`config.mk`:
```
export PLATFORM = sky130hd
export DESIGN_NAME = viterbi_acs_sched
export DESIGN_NICKNAME = d
export VERILOG_FILES = /design/src/rtl/viterbi_acs_sched.sv
export SDC_FILE = /design/constraint.sdc
export NUM_CORES = 1
export LEC_CHECK = 0
export CORE_UTILIZATION = 45
export DETAILED_ROUTE_END_ITERATION = 8
export GPL_TIMING_DRIVEN = 1
export PLACE_DENSITY = 0.64
export SETUP_SLACK_MARGIN = 0.3
export SYNTH_ARGS = -nofsm -noshare
export SYNTH_HDL_FRONTEND = slang
export SYNTH_SLANG_ARGS = --single-unit
```
`constraint.sdc`:
```
create_clock -name clk -period 13.85 [get_ports clk]
set_input_delay 2.77 -clock clk [delete_from_list [all_inputs] [get_ports clk]]
set_output_delay 2.77 -clock clk [all_outputs]
set_load 0.01 [all_outputs]
```
`src/rtl/viterbi_acs_sched.sv`:
```
`default_nettype none
// ============================================================================
//  Module   : viterbi_acs_sched
//  Purpose  : Schedules one shared ACS unit over the four trellis states per
//             received symbol, with path-metric commit and normalization.
//  Revision : 1.0  initial release
// ============================================================================
module viterbi_acs_sched #(
    parameter int PM_W    = 7,
    parameter int NORM_TH = 32
) (
    input  logic            clk,
    input  logic            rst_n,
    input  logic            sym_valid,
    input  logic [1:0]      sym_data,
    input  logic            frame_start,
    output logic            sym_ready,
    output logic [1:0]      acs_self_state,
    output logic [1:0]      acs_data_recv,
    output logic [1:0]      acs_addr_in_1,
    output logic [1:0]      acs_addr_in_2,
    output logic            acs_term_1,
    output logic            acs_term_2,
    output logic [PM_W-1:0] acs_pm_in1,
    output logic [PM_W-1:0] acs_pm_in2,
    input  logic [PM_W-1:0] acs_pm_out,
    input  logic [1:0]      acs_addr_out,
    input  logic            acs_term_out,
    input  logic            acs_dec_out,
    output logic            step_valid,
    output logic [3:0]      dec_bits,
    output logic [7:0]      surv_addr,
    output logic [1:0]      best_state,
    output logic            err_all_term
);

    localparam logic [PM_W-1:0] c_pm_term  = '1;
    localparam logic [PM_W-1:0] c_pm_clamp = c_pm_term - PM_W'(2);
    localparam logic [PM_W-1:0] c_norm_th  = PM_W'(NORM_TH);

    typedef enum logic [2:0] {
        ST_IDLE   = 3'd0,
        ST_S0     = 3'd1,
        ST_S1     = 3'd2,
        ST_S2     = 3'd3,
        ST_S3     = 3'd4,
        ST_COMMIT = 3'd5
    } state_t;

    state_t          r_state;
    logic [1:0]      r_sym;
    logic [PM_W-1:0] r_pm [0:3];
    logic [3:0]      r_term;
    logic [PM_W-1:0] r_sh_pm [0:3];
    logic [3:0]      r_sh_term;
    logic [3:0]      r_sh_dec;
    logic [7:0]      r_sh_addr;
    logic            r_step_valid;
    logic [3:0]      r_dec_bits;
    logic [7:0]      r_surv_addr;
    logic [1:0]      r_best_state;
    logic            r_err_all_term;

    logic            w_active;
    logic [1:0]      w_k;
    logic [1:0]      w_addr1;
    logic [1:0]      w_addr2;
    logic [PM_W-1:0] w_sh_pm_new;
    logic [PM_W-1:0] w_min;
    logic [1:0]      w_best;
    logic            w_all_term;
    logic            w_norm;

    always_comb begin
        w_active = 1'b1;
        w_k      = 2'd0;
        case (r_state)
            ST_S0:   w_k = 2'd0;
            ST_S1:   w_k = 2'd1;
            ST_S2:   w_k = 2'd2;
            ST_S3:   w_k = 2'd3;
            default: w_active = 1'b0;
        endcase
    end

    // Both predecessors of state k share its low bit as their high bit.
    assign w_addr1 = {w_k[0], 1'b0};
    assign w_addr2 = {w_k[0], 1'b1};

    assign acs_self_state = w_active ? w_k           : 2'd0;
    assign acs_data_recv  = w_active ? r_sym         : 2'd0;
    assign acs_addr_in_1  = w_active ? w_addr1       : 2'd0;
    assign acs_addr_in_2  = w_active ? w_addr2       : 2'd0;
    assign acs_term_1     = w_active ? r_term[w_addr1] : 1'b0;
    assign acs_term_2     = w_active ? r_term[w_addr2] : 1'b0;
    assign acs_pm_in1     = w_active ? r_pm[w_addr1] : '0;
    assign acs_pm_in2     = w_active ? r_pm[w_addr2] : '0;

    // Live metrics never reach the terminated marker value.
    assign w_sh_pm_new = acs_term_out ? c_pm_term :
                         ((acs_pm_out > c_pm_clamp) ? c_pm_clamp : acs_pm_out);

    always_comb begin
        w_min  = c_pm_term;
        w_best = 2'd0;
        for (int i = 0; i < 4; i++) begin
            if (!r_sh_term[i] && (r_sh_pm[i] < w_min)) begin
                w_min  = r_sh_pm[i];
                w_best = 2'(i);
            end
        end
    end

    assign w_all_term = &r_sh_term;
    assign w_norm     = !w_all_term && (w_min >= c_norm_th);

    always_ff @(posedge clk or negedge rst_n) begin
        if (!rst_n) begin
            r_state        <= ST_IDLE;
            r_sym          <= 2'd0;
            r_pm[0]        <= '0;
            r_pm[1]        <= c_pm_term;
            r_pm[2]        <= c_pm_term;
            r_pm[3]        <= c_pm_term;
            r_term         <= 4'b1110;
            for (int i = 0; i < 4; i++) begin
                r_sh_pm[i] <= '0;
            end
            r_sh_term      <= 4'd0;
            r_sh_dec       <= 4'd0;
            r_sh_addr      <= 8'd0;
            r_step_valid   <= 1'b0;
            r_dec_bits     <= 4'd0;
            r_surv_addr    <= 8'd0;
            r_best_state   <= 2'd0;
            r_err_all_term <= 1'b0;
        end else begin
            r_step_valid <= 1'b0;
            case (r_state)
                ST_IDLE: begin
                    if (sym_valid) begin
                        r_sym <= sym_data;
                        if (frame_start) begin
                            r_pm[0] <= '0;
                            r_pm[1] <= c_pm_term;
                            r_pm[2] <= c_pm_term;
                            r_pm[3] <= c_pm_term;
                            r_term  <= 4'b1110;
                        end
                        r_state <= ST_S0;
                    end
                end
                ST_S0, ST_S1, ST_S2, ST_S3: begin
                    r_sh_pm[w_k]             <= w_sh_pm_new;
                    r_sh_term[w_k]           <= acs_term_out;
                    r_sh_dec[w_k]            <= acs_dec_out;
                    r_sh_addr[{w_k, 1'b0} +: 2] <= acs_addr_out;
                    r_state <= (r_state == ST_S3) ? ST_COMMIT : state_t'(r_state + 3'd1);
                end
                ST_COMMIT: begin
                    if (w_all_term) begin
                        r_err_all_term <= 1'b1;
                        r_pm[0]        <= '0;
                        r_pm[1]        <= c_pm_term;
                        r_pm[2]        <= c_pm_term;
                        r_pm[3]        <= c_pm_term;
                        r_term         <= 4'b1110;
                        r_best_state   <= 2'd0;
                    end else begin
                        for (int i = 0; i < 4; i++) begin
                            r_pm[i] <= (w_norm && !r_sh_term[i]) ? (r_sh_pm[i] - c_norm_th)
                                                                 : r_sh_pm[i];
                        end
                        r_term       <= r_sh_term;
                        r_best_state <= w_best;
                    end
                    r_dec_bits   <= r_sh_dec;
                    r_surv_addr  <= r_sh_addr;
                    r_step_valid <= 1'b1;
                    r_state      <= ST_IDLE;
                end
                default: r_state <= ST_IDLE;
            endcase
        end
    end

    assign sym_ready    = (r_state == ST_IDLE);
    assign step_valid   = r_step_valid;
    assign dec_bits     = r_dec_bits;
    assign surv_addr    = r_surv_addr;
    assign best_state   = r_best_state;
    assign err_all_term = r_err_all_term;

endmodule
`default_nettype wire

```
## After elaboration in Yosys (flattened, before gate mapping)

Index checks and enable logic that the tools add are counted.
W data, S select, Z words.

- Register bits after elaboration: 97
- Output and inout bits: 41

- $add $sub $neg: 6
- Shift-type cells: 2
- Reduce and logical (&&, ||, !) cells: 23
- Bitwise logic cells: 3
- $lt $le $gt $ge: 14
- Muxes and demuxes: 54
- Equal/unequal tests: 7

Operators with widths:

| cell | count |
|---|---|
| $mux W7 | 17 |
| $mux W28 | 3 |
| $pmux W28 S2 | 1 |
| $bmux W7 S2 | 2 |
| $bwmux W28 | 1 |
| $sub A7 B6 Y7 const B | 4 |
| $lt A7 B7 Y1 | 3 |
| $demux W7 S2 | 1 |
| $mux W2 | 7 |
| $mux W4 | 3 |
| $logic_and A1 B1 Y1 | 11 |
| $mux W1 | 10 |
| $ge A3 B3 Y1 const B | 3 |
| $lt A2 B3 Y1 const B | 3 |
| $not A2 Y3 | 3 |
| $bwmux W4 | 2 |
| $bwmux W8 | 1 |
| $pmux W4 S2 | 1 |
| $shift A2 B5 Y8 const A | 1 |
| $shiftx A2 B5 Y8 | 1 |
| $ge A7 B6 Y1 const B | 1 |
| $gt A7 B7 Y1 const B | 1 |
| $lt A7 B7 Y1 const B | 1 |
| $eq A3 B2 Y1 const B | 2 |
| 19 further kinds | 26 |

## Longest topological paths before layout

- Depth after elaboration: 18
- Depth in mapped cells: 36

## Worst setup path before layout

Ideal clock, no wire load.

- Path type: reg2reg
- Start: register r_sh_pm[26] (netlist name)
- End: register r_pm[19] (netlist name)
- Clock period less this slack: 6682 ps
- Setup slack: 7168 ps
- Stages on the path, launching flop included: 35
- Path buffers: 4
- Arrival: 6605 ps
- Setup time: 77 ps
- Data required time: 13773 ps
- Path through: dfrtp_1 -> ha_1 -> and4_1 -> a31oi_1 -> or2b_1 -> inv_1 -> ha_1 -> a211o_1 -> a31o_2 -> a31o_1 -> buf_6 -> clkbuf_1 -> o21ai_0 -> ha_1 -> o21a_1 -> o21ai_0 -> a21oi_1 -> a211oi_1 -> mux2i_2 -> a21oi_1 -> o21ai_0 -> a21oi_1 -> clkbuf_1 -> nor2_1 -> a21oi_1 -> ha_1 -> o21a_1 -> o21a_1 -> o2111ai_1 -> o21ai_0 -> a41oi_4 -> mux2_4 -> buf_6 -> a21bo_1 -> a31oi_1

- Word-level cells in the longest chain between the ends: 18

Ends and longest elaborated chain:

| item | line | text |
|---|---|---|
| start, declared | 54 | `logic [PM_W-1:0] r_sh_pm [0:3];` |
| start signal, assigned by index | 154 | `r_sh_pm[w_k] <= w_sh_pm_new;` |
| $lt A7 B7 Y1 | 107 | `if (!r_sh_term[i] && (r_sh_pm[i] < w_min)) begin` |
| $logic_and A1 B1 Y1 | 107 |  |
| $mux W7 (*) | 107 |  |
| $lt A7 B7 Y1 | 107 |  |
| $logic_and A1 B1 Y1 | 107 |  |
| $mux W7 (*) | 107 |  |
| $lt A7 B7 Y1 | 107 |  |
| $logic_and A1 B1 Y1 | 107 |  |
| [... 2 more ...] | -- |  |
| $logic_and A1 B1 Y1 | 107 |  |
| $mux W7 (*) | 107 |  |
| $ge A7 B6 Y1 (*) | 115 | `assign w_norm = !w_all_term && (w_min >= c_norm_th);` |
| $logic_and A1 B1 Y1 (*) | 115 |  |
| $logic_and A1 B1 Y1 (*) | 171 | `r_pm[i] <= (w_norm && !r_sh_term[i]) ? (r_sh_pm[i] - c_norm_th)` |
| $mux W7 (*) | 171 |  |
| $mux W28 (*) | 161 | `if (w_all_term) begin` |
| $pmux W28 S2 (*) | 139 | `case (r_state)` |
| end signal, assigned by index | 171 |  |
| end, declared | 52 | `logic [PM_W-1:0] r_pm [0:3];` |

Every way passes the cells marked *; elsewhere a longest branch is shown, timed or not.
A chain may end at the register's enable or synchronous reset.

## Worst setup path after layout

- Start: register r_sh_pm[26] (netlist name)
- End: register r_pm[27] (netlist name)

- Word-level cells in the longest chain between the ends: 18
- Elaborated cells on any way between the ends: 19
- Classes of those cells: add/sub: 1; order compare: 5; mux: 7; reduce/logical: 6

Ends and longest elaborated chain:

| item | line |
|---|---|
| $lt A7 B7 Y1 | 107 |
| $logic_and A1 B1 Y1 | 107 |
| $mux W7 | 107 |
| $lt A7 B7 Y1 | 107 |
| $logic_and A1 B1 Y1 | 107 |
| $mux W7 | 107 |
| $lt A7 B7 Y1 | 107 |
| $logic_and A1 B1 Y1 | 107 |
| [... 2 more ...] | -- |
| $logic_and A1 B1 Y1 | 107 |
| $mux W7 | 107 |
| $ge A7 B6 Y1 | 115 |
| $logic_and A1 B1 Y1 | 115 |
| $logic_and A1 B1 Y1 | 171 |
| $mux W7 (*) | 171 |
| $mux W28 (*) | 161 |
| $pmux W28 S2 (*) | 139 |

Marks and branches as above.

==> run_results.csv <==
group,metric,value,unit
floorplanning,start_util,0.464,
logic_synthesis,yosys.cell_count.top_type,"dfrtp_1",
cts,post-cts-setup-buffers,0,
power,finalPower,1.70,mW
cts,clk_pin_slew,0.10,ns
layout,postLayoutCoreUtil,0.536,
worst_setup_path,rrSetupSlack,6.25,ns
drt,via_per_inst,5.83,
logic_synthesis,netlist_top_cells_area,"dfrtp_1 (36%), dfstp_2 (12%), ha_1 (5.7%), mux2_2 (5.4%), nand2_1 (5.0%)",
layout,layout-drive-gt1-share,0.141,
logic_synthesis,synth_edf_count,0,
drt,dr.pass1.iters,4,
drt,vias,4009,
floorplanning,die-area,0.0116,mm²
layout,fin_nets,583,
min_path,worstHoldPathType,"register to register",
timing,slew_headroom,0.177,
layout,final_area,0.00583,mm²
global_routing,grt_pass1_vias,3706,
cts,post_cts_resized,0,
worst_setup_path,crit_arrival,7.89,ns
global_routing,grt.met1_usage,0.358,
cts,cts_buffers,9,
run,drv_cap,0,
worst_setup_path,rr_endpoint,"r_pm[27]",
power,power_frac_seq,0.329,
power,p_sw,0.761,mW
global_routing,grt_usage,0.228,
floorplanning,die_w,108,µm
cts,cts.sinks,97,
timing,final.setup_skew,0.00881,ns
power,p_per_area,292,mW/mm²
drt,dr.first_iter.drc_count,336,
floorplanning,io_pins,58,
placement,dp_hpwl,9.15,mm
power,leakagePower,2.55,nW
timing,worst_slew_pin_slew,1.23,ns
power,pwr-share-clk,0.103,
cts,cts_tree,"built",
logic_synthesis,synth_nets,543,
placement,placedCellCount,672,
placement,placed_area,0.00565,mm²
worst_setup_path,cp_slowest_stage_delay,0.69,ns
timing,final_max_slew_viol_count,0,
timing,min_period_over_period,0.548,
layout,num_antenna_cells,0,
layout,fillCellCount,1018,
cts,worstSkewPairLatency,0.37,ns
worst_setup_path,required,14.14,ns
power,sw_frac_of_total,0.447,
logic_synthesis,yosysTopAreaCell,"dfrtp_1",
timing,setup_viol_count_final,0,
placement,pre_cts_ws,6.42,ns
timing,grt_setup_unrepaired,"false",
logic_synthesis,synthesis.area,0.00505,mm²
worst_setup_path,reg2reg_depth,30,
placement,gp_congestion,0.926,
placement,io_buffers,56,
power,internal-power,0.941,mW
drt,wl_per_cell,18.1,µm
cts,cts_root_buf,"clkbuf_8",
logic_synthesis,netlist_instances,503,
global_routing,grt_pass1_wl,20.1,mm
global_routing,grt_max_degree,70,
logic_synthesis,ys_types,60,
timing,setup_ws,6.25,ns
worst_setup_path,cp_max_fo,17,
min_path,holdPathStages,1,
global_routing,grt_use_met2,0.329,
worst_setup_path,critPathKind,"register to register",
floorplanning,fp-row-count,38,
logic_synthesis,syn_avg_cell_area,10.0,µm²
worst_setup_path,critPathSlowestCell,"a21oi_1",
min_path,hp-start,"err_all_term",
worst_setup_path,start_kind,"register",
drt,postRouteAntennaNets,0,
cts,cts_buffer_depth,2,
power,p_comb_frac,0.568,
timing,timing.hold.ws,0.483,ns
worst_setup_path,endpoint_kind,"register",
global_routing,met3_usage,0.0266,
power,vdd_drop_max,116,µV
timing,hold_viol,0,
layout,area_delta_synth_final,15.5,%
layout,layout.cells.non_filler,688,
worst_setup_path,crit_path_end,"r_pm[27]",
logic_synthesis,synth_top_area_frac,0.362,
timing,post-route-min-period,7.60,ns
logic_synthesis,yosysSeqAreaShare,0.487,
global_routing,antenna_found_initial,0,
global_routing,grt_overflow,0,
logic_synthesis,ys_seq_elements,97,
floorplanning,coreArea,0.0109,mm²
logic_synthesis,synth_warnings,0,
worst_setup_path,cp-startpoint,"r_sh_pm[26]",
global_routing,top_usage_layer,"met1",
floorplanning,die_h,108,µm
cts,cts_max_level,3,
logic_synthesis,synth_flop_cell,"dfrtp_1",
logic_synthesis,async_flop_share,1.00,
timing,tns,0,ns
worst_setup_path,crit_path_frequent_cell,"o21ai_0",
timing,fmax,0.132,GHz
drt,drc,0,
worst_setup_path,timing.rr.start,"r_sh_pm[26]",
drt,drt_wl_total,12.5,mm
logic_synthesis,synth_common_cells,"dfrtp_1 (73), nand2_1 (67), o21ai_0 (45), nor2_1 (38)",
run_status,outcome,"complete, no violations",
cts,ctsHoldBuffers,0,
[routing by layer]
metal / routed length [µm] / vias to the layer above
met5: 0 / -
met4: 86 / 0
met3: 588 / 7
met2: 5550 / 108
met1: 6260 / 1998
li1: - / 1896
[critical path: cells and delay by family, from the launching register on]
family / cells / cell delay [ns]
buffers and inverters: 1 / 0.09
AOI/OAI and AO/OA: 20 / 4.86
DFF: 1 / 0.43
adders and majority gates: 4 / 1.01
muxes: 2 / 0.58
and+or+nand+nor: 3 / 0.54
[placed cells by master, fill, tap and decap left out, drive strengths merged, types with 3 or more instances in the layout]
cell type	count
clkdlybuf4s50	55
o21bai	3
ha	23
a21oi	22
o31ai	4
and2	4
o22a	13
a21o	3
a31o	3
dfrtp	73
clkbuf	10
clkinv	3
buf	3
nand4	5
nor3	3
o21ai	46
a22o	22
nor2b	4
nand2	67
mux2	25
o21a	4
a211oi	5
nand3	7
nand2b	4
or2	3
nor2	38
dfstp	24
a31oi	10
inv	25
[power groups by stage]
stage	registers (mW)	clock network (mW)	logic (mW)
after global placement	0.560	0	0.949
final	0.561	0.175	0.967
after detailed placement	0.563	0	0.965
after floorplan	0.511	0	0.694
after global routing	0.577	0.194	1.07
after CTS	0.558	0.181	0.969
[logic make-up after synthesis]
kind of cell,after synthesis,synth area share
AO/OA/AOI/OAI,159,0.221
adder cells (fa/ha/maj),23,0.0570
AND/OR/NAND/NOR,145,0.128
flip-flops,97,0.487
other,1,0.000743
buffers and inverters,51,0.0446
multiplexers,27,0.0620
[cell type report]
class | count | area, µm² | share of cell area
Sequential cell | 97 | 2460 | 0.421
Timing Repair Buffer | 58 | 573 | 0.0983
Tap cell | 140 | 175 | 0.0300
Clock buffer | 10 | 128 | 0.0219
Clock inverter | 6 | 51.3 | 0.00880
Inverter | 22 | 82.6 | 0.0142
Multi-Input combinational cell | 355 | 2360 | 0.405
[worst min path at each step]
stage | to | slack (ns)
floorplan | r_sh_addr[4] | 0.44
global placement | err_all_term | 0.46
detailed placement | err_all_term | 0.47
CTS | err_all_term | 0.49
global route | r_pm[27] | 0.51
finish | err_all_term | 0.48
[state kept, by name, summed over array words and instances, names as in the netlist, 4 cells and up]
register / cells
r_sh_addr: 8
r_sh_term: 4
r_pm: 28
r_term: 4
r_sh_dec: 4
r_sh_pm: 28
surv_addr: 8
dec_bits: 4
No activity file was read; power rests on OpenSTA's default activity.
